File: src/rtl/xilinx_board_status_ctrl.sv
// Board reset/status controller: debounced button reset with synchronous release,
// heartbeat LED, and exit-code capture shown as a repeating LED blink code.
module xilinx_board_status_ctrl #(
  parameter int unsigned CLK_LED_COUNT_LENGTH = 27,
  parameter bit          RST_BTN_ACTIVE_HIGH  = 1'b1,
  parameter int unsigned SYNC_STAGES          = 2,
  parameter int unsigned DEBOUNCE_CYCLES      = 50000,
  parameter int unsigned EXIT_CODE_WIDTH      = 4,
  parameter int unsigned BLINK_CYCLES         = 12500000,
  parameter int unsigned GAP_MULT             = 4
) (
  input  logic                       clk_gen,
  input  logic                       rst_n,
  input  logic                       rst_btn_i,
  output logic                       sys_rst_no,
  output logic                       rst_led_o,
  output logic                       clk_led_o,
  input  logic                       exit_valid_i,
  input  logic [31:0]                exit_value_i,
  output logic                       exit_led_o,
  output logic [EXIT_CODE_WIDTH-1:0] exit_code_o,
  output logic                       exit_seen_o
);

  localparam int unsigned DbW  = $clog2(DEBOUNCE_CYCLES + 1);
  localparam int unsigned TmrW = $clog2(GAP_MULT * BLINK_CYCLES + 1);

  localparam logic [SYNC_STAGES-1:0] BtnIdle   = {SYNC_STAGES{~RST_BTN_ACTIVE_HIGH}};
  localparam logic [DbW-1:0]         DbLast    = DbW'(DEBOUNCE_CYCLES - 1);
  localparam logic [TmrW-1:0]        BlinkLoad = TmrW'(BLINK_CYCLES - 1);
  localparam logic [TmrW-1:0]        GapLoad   = TmrW'(GAP_MULT * BLINK_CYCLES - 1);
  localparam logic [31:0]            SatLimit  = 32'((64'd1 << EXIT_CODE_WIDTH) - 64'd1);

  typedef enum logic [2:0] {StIdle, StPass, StOn, StOff, StGap} state_e;

  logic [SYNC_STAGES-1:0]          btn_sync_q;
  logic                            pressed;
  logic                            btn_db_q, btn_db_d;
  logic [DbW-1:0]                  db_cnt_q, db_cnt_d;
  logic [SYNC_STAGES-1:0]          rel_q;
  logic [CLK_LED_COUNT_LENGTH-1:0] hb_q;
  logic                            valid_q, valid_prev_q;
  logic                            exit_edge;
  logic [EXIT_CODE_WIDTH-1:0]      sat_code;
  state_e                          state_q, state_d;
  logic [EXIT_CODE_WIDTH-1:0]      code_q, code_d;
  logic [EXIT_CODE_WIDTH-1:0]      rem_q, rem_d;
  logic [TmrW-1:0]                 timer_q, timer_d;

  assign pressed = btn_sync_q[SYNC_STAGES-1] ^ ~RST_BTN_ACTIVE_HIGH;

  always_comb begin
    db_cnt_d = '0;
    btn_db_d = btn_db_q;
    if (pressed != btn_db_q) begin
      if (db_cnt_q == DbLast) begin
        btn_db_d = ~btn_db_q;
      end else begin
        db_cnt_d = db_cnt_q + DbW'(1);
      end
    end
  end

  always_ff @(posedge clk_gen or negedge rst_n) begin
    if (!rst_n) begin
      btn_sync_q   <= BtnIdle;
      btn_db_q     <= 1'b0;
      db_cnt_q     <= '0;
      rel_q        <= '0;
      hb_q         <= '0;
      valid_q      <= 1'b0;
      valid_prev_q <= 1'b0;
    end else begin
      btn_sync_q   <= {btn_sync_q[SYNC_STAGES-2:0], rst_btn_i};
      btn_db_q     <= btn_db_d;
      db_cnt_q     <= db_cnt_d;
      rel_q        <= {rel_q[SYNC_STAGES-2:0], ~btn_db_q};
      hb_q         <= sys_rst_no ? hb_q + CLK_LED_COUNT_LENGTH'(1) : '0;
      valid_q      <= exit_valid_i;
      valid_prev_q <= valid_q;
    end
  end

  assign sys_rst_no = rel_q[SYNC_STAGES-1];
  assign rst_led_o  = sys_rst_no;
  assign clk_led_o  = hb_q[CLK_LED_COUNT_LENGTH-1];

  // Edge is taken from the registered copy so display starts one cycle after sampling.
  assign exit_edge = valid_q & ~valid_prev_q;
  assign sat_code  = (exit_value_i >= SatLimit) ? '1 : exit_value_i[EXIT_CODE_WIDTH-1:0];

  always_comb begin
    state_d = state_q;
    code_d  = code_q;
    rem_d   = rem_q;
    timer_d = timer_q;
    if (!sys_rst_no) begin
      state_d = StIdle;
      code_d  = '0;
      rem_d   = '0;
      timer_d = '0;
    end else begin
      case (state_q)
        StIdle: begin
          if (exit_edge) begin
            code_d = sat_code;
            if (sat_code == '0) begin
              state_d = StPass;
            end else begin
              state_d = StOn;
              rem_d   = sat_code;
              timer_d = BlinkLoad;
            end
          end
        end
        StPass: ;
        StOn: begin
          if (timer_q == '0) begin
            state_d = StOff;
            timer_d = BlinkLoad;
          end else begin
            timer_d = timer_q - TmrW'(1);
          end
        end
        StOff: begin
          if (timer_q == '0) begin
            rem_d = rem_q - EXIT_CODE_WIDTH'(1);
            if (rem_q != EXIT_CODE_WIDTH'(1)) begin
              state_d = StOn;
              timer_d = BlinkLoad;
            end else begin
              state_d = StGap;
              timer_d = GapLoad;
            end
          end else begin
            timer_d = timer_q - TmrW'(1);
          end
        end
        StGap: begin
          if (timer_q == '0) begin
            state_d = StOn;
            rem_d   = code_q;
            timer_d = BlinkLoad;
          end else begin
            timer_d = timer_q - TmrW'(1);
          end
        end
        default: state_d = StIdle;
      endcase
    end
  end

  always_ff @(posedge clk_gen or negedge rst_n) begin
    if (!rst_n) begin
      state_q <= StIdle;
      code_q  <= '0;
      rem_q   <= '0;
      timer_q <= '0;
    end else begin
      state_q <= state_d;
      code_q  <= code_d;
      rem_q   <= rem_d;
      timer_q <= timer_d;
    end
  end

  assign exit_led_o  = (state_q == StPass) || (state_q == StOn);
  assign exit_seen_o = (state_q != StIdle);
  assign exit_code_o = code_q;

endmodule

File: config.mk
export PLATFORM = sky130hd
export DESIGN_NAME = xilinx_board_status_ctrl
export DESIGN_NICKNAME = d
export VERILOG_FILES = /design/src/rtl/xilinx_board_status_ctrl.sv
export SDC_FILE = /design/constraint.sdc
export NUM_CORES = 1
export LEC_CHECK = 0
export BUFFER_PORTS_ARGS = -buffer_cell sky130_fd_sc_hd__buf_2
export CORE_MARGIN = 3
export CORE_UTILIZATION = 55
export CTS_BUF_LIST = sky130_fd_sc_hd__clkbuf_4
export DETAILED_ROUTE_END_ITERATION = 6
export PLACE_DENSITY = 0.74
export SYNTH_ARGS = -nofsm -noshare
export SYNTH_HDL_FRONTEND = slang
export SYNTH_SLANG_ARGS = --single-unit
File: constraint.sdc
create_clock -name clk_gen -period 6.4 [get_ports clk_gen]
set_clock_uncertainty 0.1 [all_clocks]
set_input_delay 0.32 -clock clk_gen [delete_from_list [all_inputs] [get_ports clk_gen]]
set_output_delay 0.32 -clock clk_gen [all_outputs]
set_load 0.05 [all_outputs]
Yosys cells after proc, flatten, opt, wreduce, memory -nomap -nowiden
Cells that the tools add are included.
{"block": "word_totals", "reg_bits": 87, "in_bits": 36, "out_inout_bits": 9, "elab_cells": 75}
{"block": "classes", "add_sub_neg": 4, "order_cmp": 1, "n_eq_ne": 17, "n_mux": 28, "bitwise": 3, "reduce_logical": 11}
{"operator": "2-to-1 mux 26 bit", "n": 6}
{"operator": "case mux 26 bit (3 select lines)", "n": 1}
{"operator": "2-to-1 mux 4 bit", "n": 9}
{"operator": ">= comparator 32 x 4 -> 1 bit, second input constant", "n": 1}
{"operator": "2-to-1 mux 16 bit", "n": 2}
{"operator": "adder 27 x 1 -> 27 bit, second input constant", "n": 1}
{"operator": "2-to-1 mux 27 bit", "n": 1}
{"operator": "zero test 26 bit", "n": 1}
{"operator": "subtractor 26 x 1 -> 26 bit, second input constant", "n": 1}
{"operator": "2-to-1 mux 3 bit", "n": 6}
{"operator": "adder 16 x 1 -> 16 bit, second input constant", "n": 1}
{"operator": "equality test 16 bit, second input constant", "n": 1}
{"operator": "inequality test 3 bit, second input constant", "n": 5}
{"operator": "case mux 3 bit (5 select lines)", "n": 1}
{"operator": "case mux 4 bit (3 select lines)", "n": 1}
{"operator": "AND reduction 5 bit", "n": 2}
{"operator": "inequality test 4 x 1 -> 1 bit, second input constant", "n": 2}
{"operator": "equality test 3 x 2 -> 1 bit, second input constant", "n": 2}
{"operator": "zero test 4 bit", "n": 1}
{"operator": "inequality test 2 x 1 -> 1 bit, second input constant", "n": 2}
{"operator": "inequality test 4 x 2 -> 1 bit, second input constant", "n": 1}
{"operator": "AND reduction 2 bit", "n": 2}
{"operator": "subtractor 4 x 1 -> 4 bit, second input constant", "n": 1}
{"operator": "equality test 3 x 1 -> 1 bit, second input constant", "n": 1}
{"operator": "11 further kinds", "n": 12}

Logic depth before layout (Yosys ltp)
{"block": "logic_depth", "ltp_word": 7, "ltp_mapped": 9, "depth_no_buf": 8}

Worst setup path before layout
Ideal clock, no wire load.
{"block": "synth_timing", "kind": "register to register", "startpoint": "reg timer_q[6]", "endpoint": "reg rem_q[0]", "setup_time_ns": 0.127, "t_arrival_ns": 1.893, "t_required_ns": 6.173, "setup_slack_ns": 4.280, "stages_incl_launch_ff": 8, "path_buffers": 1, "period_less_slack_ns": 2.120, "cell_sequence": "dfrtp_1 > buf_6 > nor4_1 > nand4_2 > or2_4 > nor2_2 > o211a_4 > mux2_1"}
{"block": "synth_between", "elab_chain_cells": 3, "word_cells_on_any_way": 4, "cone_classes": "eq/ne: 2; reduce/logical: 2"}
{"item": "start: declaration", "line_no": "48", "rtl": "logic [TmrW-1:0] timer_q, timer_d;"}
{"item": "start signal: assignment", "line_no": "163", "rtl": "timer_q <= timer_d;"}
{"item": "zero test 26 bit (*)", "line_no": "126, 140"}
{"item": "inequality test 3 bit (no line)"}
{"item": "AND reduction 5 bit (no line) (*)"}
{"item": "end signal: assignment", "line_no": "162", "rtl": "rem_q <= rem_d;"}
{"item": "end: declaration", "line_no": "47", "rtl": "logic [EXIT_CODE_WIDTH-1:0] rem_q, rem_d;"}
Every way passes the cells marked *; elsewhere a longest branch is shown, timed or not.
A chain may end at the register's enable or synchronous reset.

Worst setup path in the final report
{"block": "layout_timing", "startpoint": "reg timer_q[22]", "endpoint": "reg timer_q[7]"}
{"block": "layout_between", "elab_chain_cells": 4, "word_cells_on_any_way": 5, "cone_classes": "mux: 4; reduce/logical: 1"}
{"item": "zero test 26 bit (*)", "line_no": "118, 126, 140"}
{"item": "2-to-1 mux 26 bit (on tied branches)", "line_no": "118, 140, 126"}
{"item": "case mux 26 bit (3 select lines) (*)", "line_no": "103", "rtl": "case (state_q)"}
{"item": "2-to-1 mux 26 bit (*)", "line_no": "97", "rtl": "if (!sys_rst_no) begin"}
Marked as above.

==> flow_summary.rst <==
.. list-table::
   :header-rows: 1

   * - Metric
     - Value
   * - Starting DRC count in detailed routing
     - between 300 and 400
   * - Via density
     - between 5 and 6
   * - Max frequency
     - 416.4 MHz
   * - Count of buffers added by post-CTS timing repair for setup
     - 0
   * - Pleak
     - 2.207 nW
   * - Power per cell area
     - 268.9 nW/um2
   * - Average wire length per cell after detail routing
     - 15.07 um
   * - Port Buf Inserts
     - 44
   * - Hold bufs inserted after CTS
     - 3
   * - Number of antenna violations at the first check in global routing
     - 0
   * - First-pass GRT wire length
     - 17.48 mm
   * - Area growth from synthesis to layout
     - 9.171%
   * - Class of the most critical setup path
     - flop to flop
   * - Post-route antenna net violation count
     - 0
   * - GRT Total Usage
     - 0.2165
   * - Number of slew-limit violations in the final report
     - 0
   * - Die outline area
     - 9888 um2
   * - Vert. Die Dim
     - 99.44 um
   * - Maximum number of pins on one net before global-route repair
     - 50
   * - Placeable core region
     - about 8300 um2
   * - Final Setup Violations
     - 0
   * - Max cap viols
     - 0
   * - Count of flip-flops with a built-in enable after synthesis
     - 0
   * - Combinational family with the most area after synthesis
     - simple AND/OR/NAND/NOR gates
   * - Leading register cell type out of synthesis
     - sky130_fd_sc_hd__dfrtp_1
   * - Deepest level of the CTS H-tree
     - 3
   * - Final-report hold violation count
     - 0
   * - Post-CTS clock slew at the launch and capture registers of the worst setup and hold paths
     - 0.14 ns
   * - Critical-path maximum fanout
     - 13
   * - Post-layout minimum cycle time
     - 2.401 ns
   * - Multiplexer share of the synthesized area
     - 0.01381
   * - Sum of negative setup slack
     - 0 ns
   * - Number of warning messages in the yosys log
     - 0
   * - CTS tree
     - done
   * - Half-perimeter wire length after detailed placement
     - slightly above 7 mm
   * - Synth Area in Compound Gates
     - 0.1253
   * - Transition at the pin with the smallest max-transition slack
     - 0.6343 ns
   * - Sequential fraction of the synthesis area
     - 0.4534
   * - Kind of end point of the critical path
     - flop
   * - Placer congestion estimate
     - ~0.90
   * - Netlist area before placement
     - 4802 um2
   * - Cts repair resizes
     - 0
   * - Synth Area in Adders
     - 0.01563
   * - Cell row count
     - 33
   * - Slew HR
     - 0.5759
   * - Post-Synth Simple-Gate Area
     - 0.2850
   * - Data arrival time of the critical path
     - between 2 and 3 ns
   * - Routed via count
     - about 4000
   * - Number of detailed-route iterations in the first pass
     - 7
   * - Starting density of the core
     - 0.5758
   * - Synthesized net count
     - between 500 and 600
   * - Worst VDD drop
     - 0.0002034 V
   * - Total clock buffers created by CTS
     - 9
   * - Clock Sink Count
     - 87
   * - Net count of the finished layout
     - slightly above 600
   * - Horizontal die dimension
     - about 99 um
   * - DRC viols
     - 1
   * - Number of storage elements in the synthesis netlist
     - 87
   * - Total congestion overflow after global routing
     - 0
   * - Violations in the final reports
     - design-rule violations
   * - Setup repair after global routing missed its margin
     - false
   * - Cell at the root of the clock tree
     - sky130_fd_sc_hd__clkbuf_4
   * - Class of the worst hold path
     - primary input to flop
   * - Final cycle utilization of the critical path
     - 0.3752
   * - Clock buffer depth
     - 2
   * - Synth Area per Inst
     - approximately 9.2 um2
   * - Clock latency of the later-clocked register in the worst-skew pair
     - 0.44 ns
   * - Total inserted antenna cells
     - 0
   * - Result of the run
     - complete, but fails checks
   * - Fraction of registers with async set or reset after synthesis
     - 1.000
   * - Area share of xor/xnor cells in the synthesized design
     - 0.08025
   * - Startpoint Class
     - flop
   * - Number of library cell types mapped by synthesis
     - 65
   * - Aggregate routed wire length
     - 10.17 mm
   * - Mapped Cells
     - 522
   * - Fraction of final layout cells sized beyond drive strength 1
     - 0.1526
   * - Worst hold margin
     - 0.1473 ns
   * - Number of global-route vias before repair
     - 3840
   * - Data required time at the worst endpoint
     - 6.61 ns
   * - Number of ports placed on the die boundary
     - 45
==> kinds of logic after synthesis <==
group,Yosys count
and+or+nand+nor,260
DFF,87
buffers and inverters,27
xor gates and xnor gates,44
adders and majority gates,6
muxes,6
AOI/OAI and AO/OA,92
==> layer usage <==
metal  part of all wire  vias up  track usage
met4              0.013        0      0.06408
met2               0.47      149       0.3528
met1               0.44     1930       0.2889
met3              0.076       12      0.05189
li1                   -     1948            -
met5                  0        -            0
==> sequential cells by signal, indices dropped and copies added, names as in the netlist <==
signal	flops
btn_db_q	1
db_cnt_q	16
state_q	3
hb_q	27
valid_q	1
valid_prev_q	1
btn_sync_q	2
timer_q	26
rem_q	4
rel_q	2
exit_code_o	4
==> placed cells by master, fill, tap and decap left out, types with 4 or more instances in the layout <==
cell / n
sky130_fd_sc_hd__nand2b_1: 4
sky130_fd_sc_hd__and4_1: 6
sky130_fd_sc_hd__dfrtp_1: 87
sky130_fd_sc_hd__nor2_1: 77
sky130_fd_sc_hd__nand4_1: 15
sky130_fd_sc_hd__clkbuf_4: 10
sky130_fd_sc_hd__nor3_1: 19
sky130_fd_sc_hd__nand2_1: 53
sky130_fd_sc_hd__xnor2_1: 21
sky130_fd_sc_hd__and2_1: 6
sky130_fd_sc_hd__nor2b_1: 4
sky130_fd_sc_hd__nor4_1: 10
sky130_fd_sc_hd__or3_1: 7
sky130_fd_sc_hd__nor3b_1: 4
sky130_fd_sc_hd__o21ai_0: 28
sky130_fd_sc_hd__nand3_1: 19
sky130_fd_sc_hd__inv_1: 9
sky130_fd_sc_hd__ha_1: 6
sky130_fd_sc_hd__a31oi_1: 4
sky130_fd_sc_hd__a21oi_1: 24
sky130_fd_sc_hd__and3_1: 12
sky130_fd_sc_hd__o21a_1: 5
sky130_fd_sc_hd__buf_4: 4
sky130_fd_sc_hd__buf_2: 43
sky130_fd_sc_hd__xor2_1: 23
sky130_fd_sc_hd__mux2_1: 4
==> critical path: stages, from the launching register on <==
cell                       delay (ns)
sky130_fd_sc_hd__dfrtp_1         0.47
sky130_fd_sc_hd__nor4_1          0.50
sky130_fd_sc_hd__nand3_2         0.23
sky130_fd_sc_hd__o211ai_2        0.60
sky130_fd_sc_hd__nor2_1          0.11
sky130_fd_sc_hd__o21ai_0         0.18
sky130_fd_sc_hd__o41ai_1         0.10
==> power by group <==
group / total (W) / internal [W] / switching [W]
clock network: 0.000288 / 0.0000904 / 0.000197
registers: 0.000689 / 0.000604 / 0.0000843
logic: 0.000433 / 0.000153 / 0.000280
==> Yosys cell counts (7+ instances only) <==
master | n | area, um2
sky130_fd_sc_hd__clkbuf_1 | 7 | 26.28
sky130_fd_sc_hd__nand2_1 | 53 | 198.9
sky130_fd_sc_hd__nand4_1 | 15 | 93.84
sky130_fd_sc_hd__a21oi_1 | 24 | 120.1
sky130_fd_sc_hd__nor3_1 | 19 | 95.09
sky130_fd_sc_hd__o21ai_0 | 28 | 140.1
sky130_fd_sc_hd__or3_1 | 7 | 43.79
sky130_fd_sc_hd__nor4_1 | 10 | 62.56
sky130_fd_sc_hd__nor2_1 | 77 | 289.0
sky130_fd_sc_hd__xnor2_1 | 21 | 183.9
sky130_fd_sc_hd__nand3_1 | 19 | 95.09
sky130_fd_sc_hd__inv_1 | 9 | 33.78
sky130_fd_sc_hd__xor2_1 | 23 | 201.4
sky130_fd_sc_hd__and3_1 | 12 | 75.07
sky130_fd_sc_hd__dfrtp_1 | 87 | 2177
==> path summary, 6_finish.rpt <==
check                                        startpoint                          to  slack (ns)  cells after the start
worst max-delay path            timer_q[22]$_DFFE_PN0P_      timer_q[7]$_DFFE_PN0P_        4.00                      6
worst min-delay path                    exit_value_i[3]  exit_code_o[3]$_DFFE_PN0P_        0.15                      3
worst max register to register  timer_q[22]$_DFFE_PN0P_      timer_q[7]$_DFFE_PN0P_        4.00                      6
worst min register to register  btn_sync_q[0]$_DFF_PN0_     btn_sync_q[1]$_DFF_PN0_        0.27                      0
max in group asynchronous                         rst_n     timer_q[15]$_DFFE_PN0P_        4.93                      3
min in group asynchronous                         rst_n      state_q[2]$_DFFE_PN0P_        0.28                      2
==> layout make-up <==
cell class,count,area (um2)
fillers,738,3098
multi-input cells,408,2497
flip-flops and latches,87,2177
repair buffers,50,275.3
well taps,105,131.4
clock buffers,10,75.07
clock inverters,6,52.55
inverters,9,33.78
==> through the flow <==
step / cells / total power, W / setup WS (ns) / util / instance area, um2
floorplan: 522 / 0.001012 / 4.280 / - / 4802
global placement: 656 / 0.001113 / 4.117 / 0.6097 / 5085
detailed placement: 656 / 0.001127 / 4.024 / 0.6097 / 5085
CTS: 675 / 0.001419 / 3.991 / 0.6286 / 5243
global route: 675 / 0.001502 / 3.789 / 0.6286 / 5243
finish: 675 / 0.001410 / 3.999 / 0.6286 / 5243
Power figures use the tool's default switching activity.
